## config.mk

```make
export PLATFORM = sky130hd
export DESIGN_NAME = spec_switch_allocator_rr_flat
export DESIGN_NICKNAME = d
export VERILOG_FILES = /design/src/rtl/spec_switch_allocator_rr_if.sv /design/src/rtl/spec_switch_allocator_rr.sv /design/src/flat_wrapper.sv
export SDC_FILE = /design/constraint.sdc
export NUM_CORES = 1
export LEC_CHECK = 0
export ABC_AREA = 1
export CAP_MARGIN = 10
export CORE_AREA = 2 2 186 188
export DETAILED_ROUTE_END_ITERATION = 12
export DIE_AREA = 0 0 188 190
export PLACE_DENSITY = 0.65
export SLEW_MARGIN = 20
export SYNTH_ARGS = -nofsm -noshare
export SYNTH_HDL_FRONTEND = slang
export SYNTH_SLANG_ARGS = --single-unit
```

## constraint.sdc

```tcl
create_clock -name clk -period 3.7 [get_ports clk]
set_clock_uncertainty 0.1 [all_clocks]
set_input_delay 0.37 -clock clk [delete_from_list [all_inputs] [get_ports clk]]
set_output_delay 0.37 -clock clk [all_outputs]
set_load 0.05 [all_outputs]
```

## src/rtl/spec_switch_allocator_rr_if.sv

```systemverilog
// Request/grant bundle for spec_switch_allocator_rr; kill_cnt_o exists only when SPEC_KILL_CNT_EN is defined.
interface spec_switch_allocator_rr_if #(
    parameter int PORT_NUM  = 5,
    parameter int VC_NUM    = 2,
    parameter int PORT_SIZE = $clog2(PORT_NUM)
);
    logic [PORT_NUM-1:0][VC_NUM-1:0][PORT_SIZE-1:0] out_port_i;
    logic [PORT_NUM-1:0][VC_NUM-1:0]                nonspec_request_i;
    logic [PORT_NUM-1:0][VC_NUM-1:0]                spec_request_i;
    logic [PORT_NUM-1:0]                            out_ready_i;
    logic [PORT_NUM-1:0][PORT_NUM-1:0]              grants_o;
    logic [PORT_NUM-1:0][VC_NUM-1:0]                granted_vc_o;
    logic [PORT_NUM-1:0]                            spec_grant_o;
`ifdef SPEC_KILL_CNT_EN
    logic [15:0]                                    kill_cnt_o;
`endif

    modport master (
        output out_port_i, nonspec_request_i, spec_request_i, out_ready_i,
`ifdef SPEC_KILL_CNT_EN
        input  kill_cnt_o,
`endif
        input  grants_o, granted_vc_o, spec_grant_o
    );

    modport slave (
        input  out_port_i, nonspec_request_i, spec_request_i, out_ready_i,
`ifdef SPEC_KILL_CNT_EN
        output kill_cnt_o,
`endif
        output grants_o, granted_vc_o, spec_grant_o
    );
endinterface

```

## src/rtl/spec_switch_allocator_rr.sv

```systemverilog
// Speculative separable input-first switch allocator with round-robin VC and input-port pointers.
// Define SPEC_KILL_CNT_EN to add a saturating counter of speculative winners killed by the merge.
module spec_switch_allocator_rr #(
    parameter int PORT_NUM  = 5,
    parameter int VC_NUM    = 2,
    parameter int PORT_SIZE = $clog2(PORT_NUM)
) (
    input logic clk,
    input logic rst,
    spec_switch_allocator_rr_if.slave sa
);
    localparam int VC_SIZE = (VC_NUM > 1) ? $clog2(VC_NUM) : 1;

    typedef logic [PORT_SIZE-1:0] port_t;
    typedef logic [VC_SIZE-1:0]   vc_t;

    // Returns {valid, index} of the first request at or circularly above ptr.
    function automatic logic [VC_SIZE:0] pick_vc(input logic [VC_NUM-1:0] req, input vc_t ptr);
        logic [VC_SIZE:0] res;
        int idx;
        res = '0;
        for (int k = 0; k < VC_NUM; k++) begin
            idx = int'(ptr) + k;
            if (idx >= VC_NUM) idx = idx - VC_NUM;
            if (!res[VC_SIZE] && req[idx]) res = {1'b1, vc_t'(idx)};
        end
        return res;
    endfunction

    function automatic logic [PORT_SIZE:0] pick_port(input logic [PORT_NUM-1:0] req, input port_t ptr);
        logic [PORT_SIZE:0] res;
        int idx;
        res = '0;
        for (int k = 0; k < PORT_NUM; k++) begin
            idx = int'(ptr) + k;
            if (idx >= PORT_NUM) idx = idx - PORT_NUM;
            if (!res[PORT_SIZE] && req[idx]) res = {1'b1, port_t'(idx)};
        end
        return res;
    endfunction

    function automatic vc_t next_vc(input vc_t cur);
        return (int'(cur) == VC_NUM - 1) ? '0 : cur + 1'b1;
    endfunction

    function automatic port_t next_port(input port_t cur);
        return (int'(cur) == PORT_NUM - 1) ? '0 : cur + 1'b1;
    endfunction

    vc_t   [PORT_NUM-1:0] ptr_in_ns, ptr_in_sp;
    port_t [PORT_NUM-1:0] ptr_out_ns, ptr_out_sp;

    logic [PORT_NUM-1:0][PORT_NUM-1:0] grants_q;
    logic [PORT_NUM-1:0][VC_NUM-1:0]   vc_q;
    logic [PORT_NUM-1:0]               spec_q;

    logic [PORT_NUM-1:0][VC_NUM-1:0]   elig_ns, elig_sp;
    logic [PORT_NUM-1:0]               in_ns_vld, in_sp_vld;
    vc_t   [PORT_NUM-1:0]              in_ns_vc, in_sp_vc;
    port_t [PORT_NUM-1:0]              in_ns_dst, in_sp_dst;
    logic [PORT_NUM-1:0][PORT_NUM-1:0] req_ns, req_sp;      // [output][input]
    logic [PORT_NUM-1:0]               out_ns_vld, out_sp_vld;
    port_t [PORT_NUM-1:0]              out_ns_win, out_sp_win;
    logic [PORT_NUM-1:0][PORT_NUM-1:0] ns_grant, sp_grant;  // [input][output]
    logic [PORT_NUM-1:0]               row_ns, col_ns, row_sp, col_sp;
    logic [PORT_NUM-1:0][PORT_NUM-1:0] sp_keep, grants_d;
    logic [PORT_NUM-1:0][VC_NUM-1:0]   vc_d;

    // Out-of-range destinations and ports without credit never enter arbitration.
    always_comb begin
        elig_ns = '0;
        elig_sp = '0;
        for (int p = 0; p < PORT_NUM; p++) begin
            for (int v = 0; v < VC_NUM; v++) begin
                if (int'(sa.out_port_i[p][v]) < PORT_NUM) begin
                    if (sa.out_ready_i[sa.out_port_i[p][v]]) begin
                        elig_ns[p][v] = sa.nonspec_request_i[p][v];
                        elig_sp[p][v] = sa.spec_request_i[p][v] & ~sa.nonspec_request_i[p][v];
                    end
                end
            end
        end
    end

    always_comb begin
        in_ns_vld = '0;
        in_sp_vld = '0;
        in_ns_vc  = '0;
        in_sp_vc  = '0;
        in_ns_dst = '0;
        in_sp_dst = '0;
        for (int p = 0; p < PORT_NUM; p++) begin
            {in_ns_vld[p], in_ns_vc[p]} = pick_vc(elig_ns[p], ptr_in_ns[p]);
            {in_sp_vld[p], in_sp_vc[p]} = pick_vc(elig_sp[p], ptr_in_sp[p]);
            in_ns_dst[p] = sa.out_port_i[p][in_ns_vc[p]];
            in_sp_dst[p] = sa.out_port_i[p][in_sp_vc[p]];
        end
    end

    always_comb begin
        req_ns = '0;
        req_sp = '0;
        for (int o = 0; o < PORT_NUM; o++) begin
            for (int p = 0; p < PORT_NUM; p++) begin
                req_ns[o][p] = in_ns_vld[p] && (in_ns_dst[p] == port_t'(o));
                req_sp[o][p] = in_sp_vld[p] && (in_sp_dst[p] == port_t'(o));
            end
        end
    end

    always_comb begin
        out_ns_vld = '0;
        out_sp_vld = '0;
        out_ns_win = '0;
        out_sp_win = '0;
        ns_grant   = '0;
        sp_grant   = '0;
        for (int o = 0; o < PORT_NUM; o++) begin
            {out_ns_vld[o], out_ns_win[o]} = pick_port(req_ns[o], ptr_out_ns[o]);
            {out_sp_vld[o], out_sp_win[o]} = pick_port(req_sp[o], ptr_out_sp[o]);
            if (out_ns_vld[o]) ns_grant[out_ns_win[o]][o] = 1'b1;
            if (out_sp_vld[o]) sp_grant[out_sp_win[o]][o] = 1'b1;
        end
    end

    // A speculative grant survives only where neither its row nor its column carries a non-speculative one.
    always_comb begin
        row_ns  = '0;
        col_ns  = '0;
        row_sp  = '0;
        col_sp  = '0;
        sp_keep = '0;
        vc_d    = '0;
        for (int p = 0; p < PORT_NUM; p++) begin
            for (int o = 0; o < PORT_NUM; o++) begin
                row_ns[p] = row_ns[p] | ns_grant[p][o];
                col_ns[o] = col_ns[o] | ns_grant[p][o];
            end
        end
        for (int p = 0; p < PORT_NUM; p++) begin
            for (int o = 0; o < PORT_NUM; o++) begin
                sp_keep[p][o] = sp_grant[p][o] & ~row_ns[p] & ~col_ns[o];
                row_sp[p]     = row_sp[p] | sp_keep[p][o];
                col_sp[o]     = col_sp[o] | sp_keep[p][o];
            end
        end
        grants_d = ns_grant | sp_keep;
        for (int p = 0; p < PORT_NUM; p++) begin
            if (row_ns[p])      vc_d[p][in_ns_vc[p]] = 1'b1;
            else if (row_sp[p]) vc_d[p][in_sp_vc[p]] = 1'b1;
        end
    end

    always_ff @(posedge clk or negedge rst) begin
        if (!rst) begin
            grants_q   <= '0;
            vc_q       <= '0;
            spec_q     <= '0;
            ptr_in_ns  <= '0;
            ptr_in_sp  <= '0;
            ptr_out_ns <= '0;
            ptr_out_sp <= '0;
        end else begin
            grants_q <= grants_d;
            vc_q     <= vc_d;
            spec_q   <= row_sp;
            for (int p = 0; p < PORT_NUM; p++) begin
                if (row_ns[p]) ptr_in_ns[p] <= next_vc(in_ns_vc[p]);
                if (row_sp[p]) ptr_in_sp[p] <= next_vc(in_sp_vc[p]);
            end
            for (int o = 0; o < PORT_NUM; o++) begin
                if (out_ns_vld[o]) ptr_out_ns[o] <= next_port(out_ns_win[o]);
                if (col_sp[o])     ptr_out_sp[o] <= next_port(out_sp_win[o]);
            end
        end
    end

    assign sa.grants_o     = grants_q;
    assign sa.granted_vc_o = vc_q;
    assign sa.spec_grant_o = spec_q;

`ifdef SPEC_KILL_CNT_EN
    logic [15:0] kill_cnt, kill_add;
    logic [16:0] kill_sum;

    always_comb begin
        kill_add = '0;
        for (int p = 0; p < PORT_NUM; p++) begin
            for (int o = 0; o < PORT_NUM; o++) begin
                if (sp_grant[p][o] && !sp_keep[p][o]) kill_add = kill_add + 16'd1;
            end
        end
        kill_sum = {1'b0, kill_cnt} + {1'b0, kill_add};
    end

    always_ff @(posedge clk or negedge rst) begin
        if (!rst) kill_cnt <= '0;
        else      kill_cnt <= kill_sum[16] ? 16'hFFFF : kill_sum[15:0];
    end

    assign sa.kill_cnt_o = kill_cnt;
`endif

endmodule

```

## src/flat_wrapper.sv

```systemverilog
// flat-port wrapper written by rule: the top's interface ports become plain ports
module spec_switch_allocator_rr_flat 
#(
    parameter int PORT_NUM  = 5,
    parameter int VC_NUM    = 2,
    parameter int PORT_SIZE = $clog2(PORT_NUM)
)
  (clk, rst, sa_out_port_i, sa_nonspec_request_i, sa_spec_request_i, sa_out_ready_i, sa_grants_o, sa_granted_vc_o, sa_spec_grant_o);
  spec_switch_allocator_rr_if #(.PORT_NUM(PORT_NUM), .VC_NUM(VC_NUM), .PORT_SIZE(PORT_SIZE)) sa_i ();
  input logic clk;
  input logic rst;
  input wire logic [$bits(sa_i.out_port_i)-1:0] sa_out_port_i;
  input wire logic [$bits(sa_i.nonspec_request_i)-1:0] sa_nonspec_request_i;
  input wire logic [$bits(sa_i.spec_request_i)-1:0] sa_spec_request_i;
  input wire logic [$bits(sa_i.out_ready_i)-1:0] sa_out_ready_i;
  output wire logic [$bits(sa_i.grants_o)-1:0] sa_grants_o;
  output wire logic [$bits(sa_i.granted_vc_o)-1:0] sa_granted_vc_o;
  output wire logic [$bits(sa_i.spec_grant_o)-1:0] sa_spec_grant_o;
  assign sa_i.out_port_i = sa_out_port_i;
  assign sa_i.nonspec_request_i = sa_nonspec_request_i;
  assign sa_i.spec_request_i = sa_spec_request_i;
  assign sa_i.out_ready_i = sa_out_ready_i;
  assign sa_grants_o = sa_i.grants_o;
  assign sa_granted_vc_o = sa_i.granted_vc_o;
  assign sa_spec_grant_o = sa_i.spec_grant_o;
  spec_switch_allocator_rr #(.PORT_NUM(PORT_NUM), .VC_NUM(VC_NUM), .PORT_SIZE(PORT_SIZE)) u_core (.clk(clk), .rst(rst), .sa(sa_i));
endmodule
```

### After elaboration in Yosys (flattened, before gate mapping)

Index checks and enable logic that the tools add are counted.

* register bits: 80
* input port bits: 57
* output and inout bits: 40
* logic and storage cells: 1280

* $add $sub $neg: 140
* order comparisons: 200
* equality and inequality tests: 50
* multiplexer cells: 510
* bitwise gates (word level): 169
* reduce and logical (&&, ||, !) cells: 180

Operators by type and width (count)
* 32-bit two-way mux: 70
* 32-bit by 5-bit less-than comparator with 1-bit output (second input constant): 50
* 32-bit by 4-bit >= comparator with 1-bit output (second input constant): 40
* 32-bit by 4-bit subtractor with 32-bit output (second input constant): 40
* 32-bit by 3-bit less-than comparator with 1-bit output (second input constant): 20
* 32-bit by 3-bit >= comparator with 1-bit output (second input constant): 10
* 32-bit by 3-bit subtractor with 32-bit output (second input constant): 10
* 25-bit two-way mux: 10
* 1-bit two-way mux: 232
* 25-bit OR: 9
* 4-bit two-way mux: 52
* 1-bit binary-select mux with 3-bit select: 60
* 5-bit demux with 3-bit select: 10
* 1-bit logical AND: 120
* 3-bit two-way mux: 32
* 3-bit by 2-bit adder with 4-bit output (second input constant): 20
* 3-bit by 4-bit less-than comparator with 1-bit output (second input constant): 20
* 1-bit OR: 80
* 2-bit two-way mux: 32
* 1-bit AND: 60
* 3-bit by 2-bit equality test with 1-bit output (second input constant): 20
* 3-bit equality test (second input constant): 20
* 1-bit logical NOT: 50
* 3-bit by 1-bit adder with 4-bit output (second input constant): 10
* other kinds (17): 172

### Longest topological paths before layout

Gate-level depths: netlist (run 1).

* depth in word-level cells: 57
* mapped depth: 32
* depth with buffers taken out: 32

### Worst setup path after synthesis (run 1)

No wires, ideal clock.

* path type: reg-to-reg
* start point: reg u_core.ptr_out_ns[3] (netlist name)
* end point: reg u_core.ptr_out_sp[9] (netlist name)
* setup time: 117 ps
* data arrival time: 3677 ps
* data required time: 3483 ps
* setup slack: -194 ps
* cell stages (with the launch flop): 27
* buffers on the path: 1
* period minus slack after synthesis: 3894 ps
* path through: dfrtp_1 > clkbuf_1 > clkinv_1 > ha_1 > ha_1 > o21ai_0 > nand2_1 > xor2_1 > inv_1 > nand2_1 > o211ai_1 > nand2_1 > nand2_1 > nand2_1 > clkinv_1 > nand3_1 > nand2_2 > nor2_8 > nand2_4 > inv_2 > nand2_2 > nand2_4 > nor2_8 > a21oi_2 > nand2_2 > nand2_1 > nand2_1

* cells in the longest elaborated chain, start to end: 41
* elaborated cells on any way between the ends: 104
* those cells by class: 9 x add/sub; 7 x order compare; 31 x mux; 48 x bitwise; 9 x reduce/logical

RTL lines
* from (decl): RTL line spec_switch_allocator_rr.sv:51 `port_t [PORT_NUM-1:0] ptr_out_ns, ptr_out_sp;`
* from (signal, indexed assignment): RTL line spec_switch_allocator_rr.sv:172 `if (out_ns_vld[o]) ptr_out_ns[o] <= next_port(out_ns_win[o]);`
* branches (longest 17 deep; another with 32-bit by 4-bit subtractor with 32-bit output)
* 4-bit two-way mux (*): RTL line spec_switch_allocator_rr.sv:37 `if (!res[PORT_SIZE] && req[idx]) res = {1'b1, port_t'(idx)};`
* 3-bit by 4-bit less-than comparator with 1-bit output (not written as such) or 3-bit by 1-bit >= comparator with 1-bit output (tied branches): RTL line spec_switch_allocator_rr.sv:121 `if (out_ns_vld[o]) ns_grant[out_ns_win[o]][o] = 1'b1;`
* 1-bit logical AND (not written as such): RTL line spec_switch_allocator_rr.sv:121
* 2-bit two-way mux (not written as such): RTL line spec_switch_allocator_rr.sv:121
* 5-bit demux with 3-bit select
* 25-bit OR (no line)
* 25-bit two-way mux (*): RTL line spec_switch_allocator_rr.sv:121
* [... 3 more ...]
* 25-bit two-way mux (*): RTL line spec_switch_allocator_rr.sv:121
* 25-bit OR (no line)
* 25-bit two-way mux (*): RTL line spec_switch_allocator_rr.sv:121
* 1-bit OR (4 in series): RTL line spec_switch_allocator_rr.sv:136 `row_ns[p] = row_ns[p] | ns_grant[p][o];`
* 1-bit inverter: RTL line spec_switch_allocator_rr.sv:142 `sp_keep[p][o] = sp_grant[p][o] & ~row_ns[p] & ~col_ns[o];`
* 1-bit AND (2 in series): RTL line spec_switch_allocator_rr.sv:142
* 1-bit OR (3 in series): RTL line spec_switch_allocator_rr.sv:144 `col_sp[o] = col_sp[o] | sp_keep[p][o];`
* 1-bit OR (*): RTL line spec_switch_allocator_rr.sv:144
* to (signal, indexed assignment): RTL line spec_switch_allocator_rr.sv:173 `if (col_sp[o]) ptr_out_sp[o] <= next_port(out_sp_win[o]);`
* to (decl): RTL line spec_switch_allocator_rr.sv:51

Every way passes the cells marked *. The select of a mux whose other input is x is not followed.
A chain may end at the register's enable or synchronous reset.

==> results of run 1 <==
==> final cells by class <==
| class | count | area share [%] |
|---|---|---|
| multi-input cells | 2007 | 56.3 |
| repair buffers | 770 | 25.7 |
| flip-flops and latches | 80 | 8.18 |
| clock buffers | 11 | 0.946 |
| well taps | 455 | 2.31 |
| inverters | 405 | 6.45 |
| clock inverters | 5 | 0.132 |
==> worst max path at each step <==
stage,end,slack (ns),cells past startpoint
finish,u_core.sa.granted_vc_o[3]$_DFF_PN0_,-0.20,26
global route,u_core.ptr_out_sp[9]$_DFFE_PN0P_,-0.38,27
CTS,u_core.ptr_in_sp[1]$_DFFE_PN0N_,-0.0002,30
detailed placement,u_core.ptr_in_sp[1]$_DFFE_PN0N_,-1.11,32
global placement,u_core.sa.granted_vc_o[2]$_DFF_PN0_,-1.02,30
floorplan,u_core.ptr_out_sp[5]$_DFFE_PN0P_,0.006,28
==> cells by family (layout without fill, tap and decap cells) <==
logic type	count (synthesis)	after routing	synth area share, %
AO/OA/AOI/OAI	306	306	11.9
XOR/XNOR	60	60	3.49
AND/OR/NAND/NOR	1520	1522	50.2
flip-flops	80	80	13.3
buffers and inverters	421	1191	10.8
adder cells (fa/ha/maj)	119	119	10.4
==> metal layers <==
metal	track usage [%]	up-vias	wire [um]	share of wire [%]
li1	-	9686	-	-
met1	40.9	9529	25900	39
met2	58.3	874	31200	47
met3	5.63	257	4900	7.4
met4	15.8	0	3980	6.0
met5	0	-	0	0
==> cells in the final DEF (no fill, tap or decap), drive strengths merged, types with 58 or more instances in the layout <==
cell type,netlist,final
nor2,249,251
buf,12,679
ha,109,109
dfrtp,80,80
xor2,58,58
nand2,771,771
nand4,64,64
inv,398,399
o21ai,160,160
clkdlybuf4s50,0,58
a21oi,72,72
nand3,388,388
==> worst max-delay path, cell delays in order, from the launching register on <==
cell	delay, ns
sky130_fd_sc_hd__dfrtp_1	0.42
sky130_fd_sc_hd__buf_6	0.15
sky130_fd_sc_hd__buf_6	0.12
sky130_fd_sc_hd__ha_4	0.17
sky130_fd_sc_hd__buf_6	0.12
sky130_fd_sc_hd__o211ai_1	0.22
sky130_fd_sc_hd__nand2_1	0.09
sky130_fd_sc_hd__o21a_1	0.15
sky130_fd_sc_hd__buf_6	0.13
sky130_fd_sc_hd__a21oi_2	0.10
sky130_fd_sc_hd__o21ai_1	0.09
sky130_fd_sc_hd__nand2_1	0.11
sky130_fd_sc_hd__nand2_2	0.09
sky130_fd_sc_hd__nand2_1	0.11
sky130_fd_sc_hd__nor2_1	0.07
sky130_fd_sc_hd__nor2_1	0.23
sky130_fd_sc_hd__nand3_2	0.11
sky130_fd_sc_hd__nand2_2	0.10
sky130_fd_sc_hd__nand2_4	0.10
sky130_fd_sc_hd__buf_12	0.15
sky130_fd_sc_hd__nand2_4	0.10
sky130_fd_sc_hd__nand3_4	0.11
sky130_fd_sc_hd__nor2_4	0.27
sky130_fd_sc_hd__o21ai_4	0.15
sky130_fd_sc_hd__nand3_4	0.14
sky130_fd_sc_hd__nand2_1	0.06
sky130_fd_sc_hd__nand2_1	0.06
==> through the flow <==
stage	std cells	setup TNS, ns
after floorplan	2506	0
after global placement	3588	-57.57
after detailed placement	3588	-63.58
after CTS	3666	-0.000154
after global routing	3733	-14.51
final	3733	-4.44
==> what timing repair did <==
item | CTS | global route
endpoints found under the setup margin | 76 | 76
setup buffers | 59 | 74
hold buffers | 0 | 0
gates cloned | 3 | 0
gates resized for setup | 307 | 502
pin swaps | 96 | 180
==> flip-flops by register name (all words and copies together) (netlist names) <==
register	cells
u_core.sa.spec_grant_o	5
u_core.ptr_out_ns	15
u_core.sa.grants_o	25
u_core.sa.granted_vc_o	10
u_core.ptr_in_ns	5
u_core.ptr_in_sp	5
u_core.ptr_out_sp	15
==> impl.org, run 1 <==
** Die
- The floorplan step set the die height to 190 um.
- The floorplan step set the die width to 188 um.
- Cell row count :: 68
- The core region is 33900 um^2.
- 97 I/O pins were placed.
- Starting density of the core :: 44.3%
- Die area :: 35700 um^2

** Detailed routing
- Violation count after the first detailed-route iteration :: 1541
- After detailed routing, the average wire length per cell comes to 17.7 um.
- For this run, design rule violations remaining after detail routing come to 0.
- Post-route antenna net violation count :: 0
- Pre-antenna DRT Iters :: 6
- Total wire length :: 66.0 mm
- The detailed router placed 20300 vias in this run.
- Via-per-instance ratio :: 5.45

** Placed design
- Weighted congestion reported at the end of routability-driven placement :: 1.00
- Detailed placement ended at an HPWL of 49.1 mm.
- During placement, the flow inserted port buffers numbering 96.
- At the placement stage, the worst setup path has a slack of -1.11 ns.
- Area after DPL :: 20700 um^2

** Critical path
- Crit Reg-Reg Endpoint :: u_core.sa.granted_vc_o[3]$_DFF_PN0_
- STA classifies the critical path startpoint as a flip-flop.
- By startpoint and endpoint, the worst setup path is classified as reg -> reg.
- Data on the critical path is required at its endpoint by 3.90 ns.
- CP arrival :: 4.11 ns
- Max Fanout on Critical Path :: 4
- The worst register-to-register path begins at u_core.ptr_out_ns[13]$_DFFE_PN0P_.
- The setup check on the worst reg-to-reg path leaves a slack of -0.20 ns.
- Kind of end point of the critical path :: flip-flop
- Worst setup path startpoint :: u_core.ptr_out_ns[13]$_DFFE_PN0P_
- R2R cell count :: 26

** Run
- Max Cap Viol :: 0

** Cells and area
- Share of final-layout standard cells stronger than drive strength 1 :: 43.2%
- Post-layout nets :: 3449
- Registers take 2010 um^2.
- 0 antenna diodes ended up in the layout.
- The multi-input combinational cells in the finished layout cover a total of 13800 um^2.
- Layout overhead on the synthesized area :: 63.4%
- Fill cell total of the finished layout :: 2732
- Post-layout instance area :: 24600 um^2
- Final core area utilization :: 72.5%

** Timing
- Tightest Pin Transition :: 0.853 ns
- Final Max Slew Viols :: 0
- Period utilization :: 105%
- Setup violations remaining at the end of the flow were counted as 41.
- Peak clock frequency supported by timing :: 256 MHz
- Final Hold Fails :: 9
- Min Hold Slack :: -0.00956 ns
- Across all setup checks in the final design, the least slack found is -0.203 ns.
- Setup repair after global routing could not meet its margin everywhere.
- Headroom to the max-slew limit came out at 43.1%.
- Clock period minus final worst setup slack :: 3.90 ns

** CTS
- TritonCTS clock tree :: done
- CTS saw 80 sinks.
- Clock buffers created by TritonCTS :: 9
- The root buffer cell chosen for the clock tree is sky130_fd_sc_hd__clkbuf_16.
- For the worst-skew pair, the clock arrives at the later sink with an insertion delay of 0.39 ns.
- Clk buf depth :: 2
- The H-tree generated during clock tree synthesis spans 3 levels.
- Clk slew on worst S/H paths :: 0.07 ns

** Synth
- Most area-hungry cell type in the Yosys netlist :: sky130_fd_sc_hd__nand2_1
- Most frequent cell after synthesis :: sky130_fd_sc_hd__nand2_1
- Number of enable-type register cells in the synthesized netlist :: 0
- Post-synth top area share :: 17.6%
- Synthesized net count :: 2682
- Post-Syn Area per Cell :: 6.01 um^2
- In the synthesized netlist the dominant register cell turns out to be sky130_fd_sc_hd__dfrtp_1.
- Count of unique library cells instantiated by Yosys :: 50
- By count the netlist is led by sky130_fd_sc_hd__nand2_1, sky130_fd_sc_hd__inv_1, sky130_fd_sc_hd__nand3_1.
- The cell count after synthesis came out at 2506.
- Counting flops and latches in the post-synthesis netlist gives 80.
- In the post-synthesis netlist, the biggest area contributors are sky130_fd_sc_hd__nand2_1, sky130_fd_sc_hd__dfrtp_1, sky130_fd_sc_hd__nand3_1, sky130_fd_sc_hd__ha_1, sky130_fd_sc_hd__inv_1.
- Sequential cell area fraction in the yosys report :: 13.3%
- FFs w/ async S/R, synth :: 100%
- During synthesis, Yosys emitted a total of 0 warnings.
- Summing every instance area after synthesis gives 15100 um^2.

** GRT
- The via count of the first global-routing pass is 18900.
- All-Layer GR Usage :: 33.7%
- Remaining global-route overflow :: 0
- Entering global routing, the biggest net connects 57 pins.
- The number of antenna violations at the first check in global routing is 0.
- Global-route wire length before repair :: 96.0 mm

** Min path
- Class of the tightest hold or removal check :: in -> async

** Run status
- The run finished, with violations left.
- Violations in the final reports :: hold timing, setup timing
Power of run 1 is left out: the tool's default activity adds up to more than one toggle a clock period on the data nets, which glitch-free logic cannot reach.
==> run 2, diff against run 1 <==
--- a/config.mk
+++ b/config.mk
@@ -6,12 +6,11 @@
 export NUM_CORES = 1
 export LEC_CHECK = 0
 export ABC_AREA = 1
+export ABC_CLOCK_PERIOD_IN_PS = 4770
 export CAP_MARGIN = 10
 export CORE_AREA = 2 2 186 188
 export DETAILED_ROUTE_END_ITERATION = 12
 export DIE_AREA = 0 0 188 190
-export PLACE_DENSITY = 0.65
-export SLEW_MARGIN = 20
 export SYNTH_ARGS = -nofsm -noshare
 export SYNTH_HDL_FRONTEND = slang
 export SYNTH_SLANG_ARGS = --single-unit
==> constraint.sdc (replaced) <==
create_clock -name clk -period 4.77 [get_ports clk]
set_clock_uncertainty 0.1 [all_clocks]
set_input_delay 0.477 -clock clk [delete_from_list [all_inputs] [get_ports clk]]
set_output_delay 0.477 -clock clk [all_outputs]
set_load 0.05 [all_outputs]
==> run 2 against run 1 <==
Compared with the run above:
- critical path depth decreased by 2
- core utilization decreased by 21 points
- die area unchanged
- wire length decreased by 19%
- register-to-register slack improved by 0.60 ns
- hold slack improved by 0.077 ns
- critical endpoint is now u_core.ptr_out_sp[10]$_DFFE_PN0P_
- via count decreased by 17%
- global-route usage decreased by 3.9 points
- the run now ends clean
==> impl.org, run 2 (synthesis results as in run 1) <==
** Detailed routing
- After detailed routing, the average wire length per cell comes to 16.9 um.
- The detailed router finished its first iteration with 1515 violations.
- Vias after detailed routing :: 17000
- Once detail routing completed, the nets flagged for antenna violations numbered 0.
- The first detailed-routing pass took 6 iterations.
- Via-per-instance ratio :: 5.38
- The final layout contains routed wiring with a total length of 53.2 mm.
- For this run, design rule violations remaining after detail routing come to 0.

** Cells and area
- Most frequent standard cell in the layout excluding fill and tap cells :: sky130_fd_sc_hd__nand2_1
- Most frequent cells in the layout :: sky130_fd_sc_hd__nand2_1, sky130_fd_sc_hd__inv_1, sky130_fd_sc_hd__nand3_1
- Number of antenna diodes :: 0
- Once layout is complete, the utilization of the core stands at 51.8%.
- Post-layout instance area :: 17600 um^2
- Layout overhead on the synthesized area :: 16.8%
- The register with the most flip-flops in the layout has 25 of them.
- Share of final-layout standard cells stronger than drive strength 1 :: 14.3%
- After the last flow step, the layout net total stands at 2865.

** CTS
- Clk buf depth :: 2
- CTS root buffer :: sky130_fd_sc_hd__clkbuf_16
- TritonCTS clock tree :: done
- After clock tree synthesis, the clock-pin slew on the worst setup and hold paths is 0.07 ns.
- Buffers inserted during clock tree synthesis total 9.
- Clock latency on the worst-skew pair, taken at its later pin, is 0.37 ns.
- The H-tree was split into 3 levels.
- Clock sinks :: 80
- For this design, the CTS-stage hold fixing added 0 buffers.

** Placed design
- Weighted congestion reported at the end of routability-driven placement :: 0.997
- Dpl ws :: -0.121 ns
- Detailed placement finished with a half-perimeter wire length of 45.0 mm.
- Summing all placed instances gives a cell area of 17200 um^2.
- The count of buffers added on input and output ports is 96.

** Critical path
- Setup slack on the worst reg-to-reg path comes out at 0.40 ns.
- Critical path class :: in -> reg
- Crit Reg-Reg Endpoint :: u_core.ptr_out_sp[10]$_DFFE_PN0P_
- The critical path contains buffers and inverters numbering 2 combined.
- The number of cells on the worst reg-to-reg path is 25.
- Kind of end point of the critical path :: flip-flop
- Critical Path Start Type :: input port
- For this run, the slowest stage of the critical path takes 0.65 ns.
- Of all nets on the critical path, the largest fanout is 8.
- Worst r2r src :: u_core.ptr_out_ns[10]$_DFFE_PN0P_
- CP Data Required Time :: 4.92 ns
- Kind of cell adding the most delay to the critical path :: simple AND/OR/NAND/NOR gates
- The signal on the critical path passes through clkdlybuf4s50_1, inv_2, nand2_1, nand3_1, nand3_1, nand2_2, nor2_8, nand2_2, nand2_1, nand2_1, nor2_1, nand2_1, o211ai_1, nand3_1, nand2_1, nand4_1, a21oi_1, nand2_2, nand2_4, nor2_8, a21oi_2, nand2_2, nand2_1, nand2_1.
- Highest-delay cell along the critical path :: sky130_fd_sc_hd__clkdlybuf4s50_1
- Counting stages on the worst path, the most repeated cell is sky130_fd_sc_hd__nand2_1.
- At the worst endpoint, the arrival time is 4.60 ns.

** GRT
- Global routing consumed, over all layers together, 29.9% of the routing resources.
- The via count of the first global-routing pass is 15900.
- Summed over all layers, the global routing overflow is 0.
- The number of antenna violations at the first check in global routing was 0.
- The first global-routing pass estimated 84.4 mm of wire.
- Largest net degree at the start of global routing :: 52

** Die
- The floorplan has 68 rows.
- Die Span Y :: 190 um
- Starting density of the core :: 44.3%
- Die area :: 35700 um^2
- The floorplan step set the die width to 188 um.
- Number of primary I/O pins :: 97
- Core Area :: 33900 um^2

** Timing
- Tightest Pin Transition :: 0.785 ns
- The max-slew violation total from the final report came to 0.
- The worst pin sits at a relative slew slack of 47.6%.
- Static timing analysis puts the maximum clock frequency at 225 MHz.
- Setup-failing EPs final :: 0
- The tightest hold path in the finished design has a slack of 0.0678 ns.
- Counting I/O delays and the setup requirement, the final critical path takes 4.45 ns.
- Final Hold Fails :: 0
- Across all setup checks in the final design, the least slack found is 0.321 ns.
- Period utilization :: 93.3%

** Min path
- Class of the tightest hold or removal check :: in -> async

** Run
- The tool flagged a number of max-cap violations equal to 0.

** Run status
- The flow ran to the end, and the final reports show no timing, DRC or antenna violations.
==> run 2: worst max-delay path by stage <==
| stage | to | depth (start not counted) | from | slack (ns) |
|---|---|---|---|---|
| 6_report | u_core.ptr_out_sp[10]$_DFFE_PN0P_ | 24 | sa_out_port_i[21] | 0.32 |
| 5_1_grt | u_core.ptr_out_sp[10]$_DFFE_PN0P_ | 26 | u_core.ptr_out_ns[0]$_DFFE_PN0P_ | -0.01 |
| 4_1_cts | u_core.ptr_in_sp[4]$_DFFE_PN0N_ | 28 | sa_out_port_i[21] | 0.26 |
| 3_5_place_dp | u_core.ptr_in_sp[4]$_DFFE_PN0N_ | 28 | sa_out_port_i[21] | -0.12 |
| 3_3_place_gp | u_core.ptr_in_sp[4]$_DFFE_PN0N_ | 28 | sa_out_port_i[21] | -0.06 |
| 2_1_floorplan | u_core.ptr_out_sp[9]$_DFFE_PN0P_ | 26 | u_core.ptr_out_ns[3]$_DFFE_PN0P_ | 0.88 |
==> run 2: area by class of cell <==
type	count	area, um^2
clock buffers	9	225
clock inverters	7	101
fillers	3531	16400
inverters	405	1520
multi-input cells	2005	11400
flip-flops and latches	80	2000
well taps	455	569
repair buffers	188	1720
==> run 2: metrics by stage <==
stage                     std cells  TNS [ns]
after floorplan                2506         0
after global placement         3131    -0.269
after detailed placement       3131    -0.951
after CTS                      3147         0
after global routing           3149   -0.0167
final                          3149         0
==> run 2: timing repair <==
action	CTS	global route
setup endpoints to repair	0	19
gates resized for setup	0	7
buffers inserted	0	2
==> run 2: metal layers <==
metal	up-vias	routed length, um	part of all wire, %	GRT usage (%)
li1	8517	-	-	-
met1	7786	23700	44	39.8
met2	564	24400	46	50.1
met3	83	3450	6.5	3.73
met4	0	1690	3.2	9.78
met5	-	0	0	0
Power of run 2 is left out for the same reason.
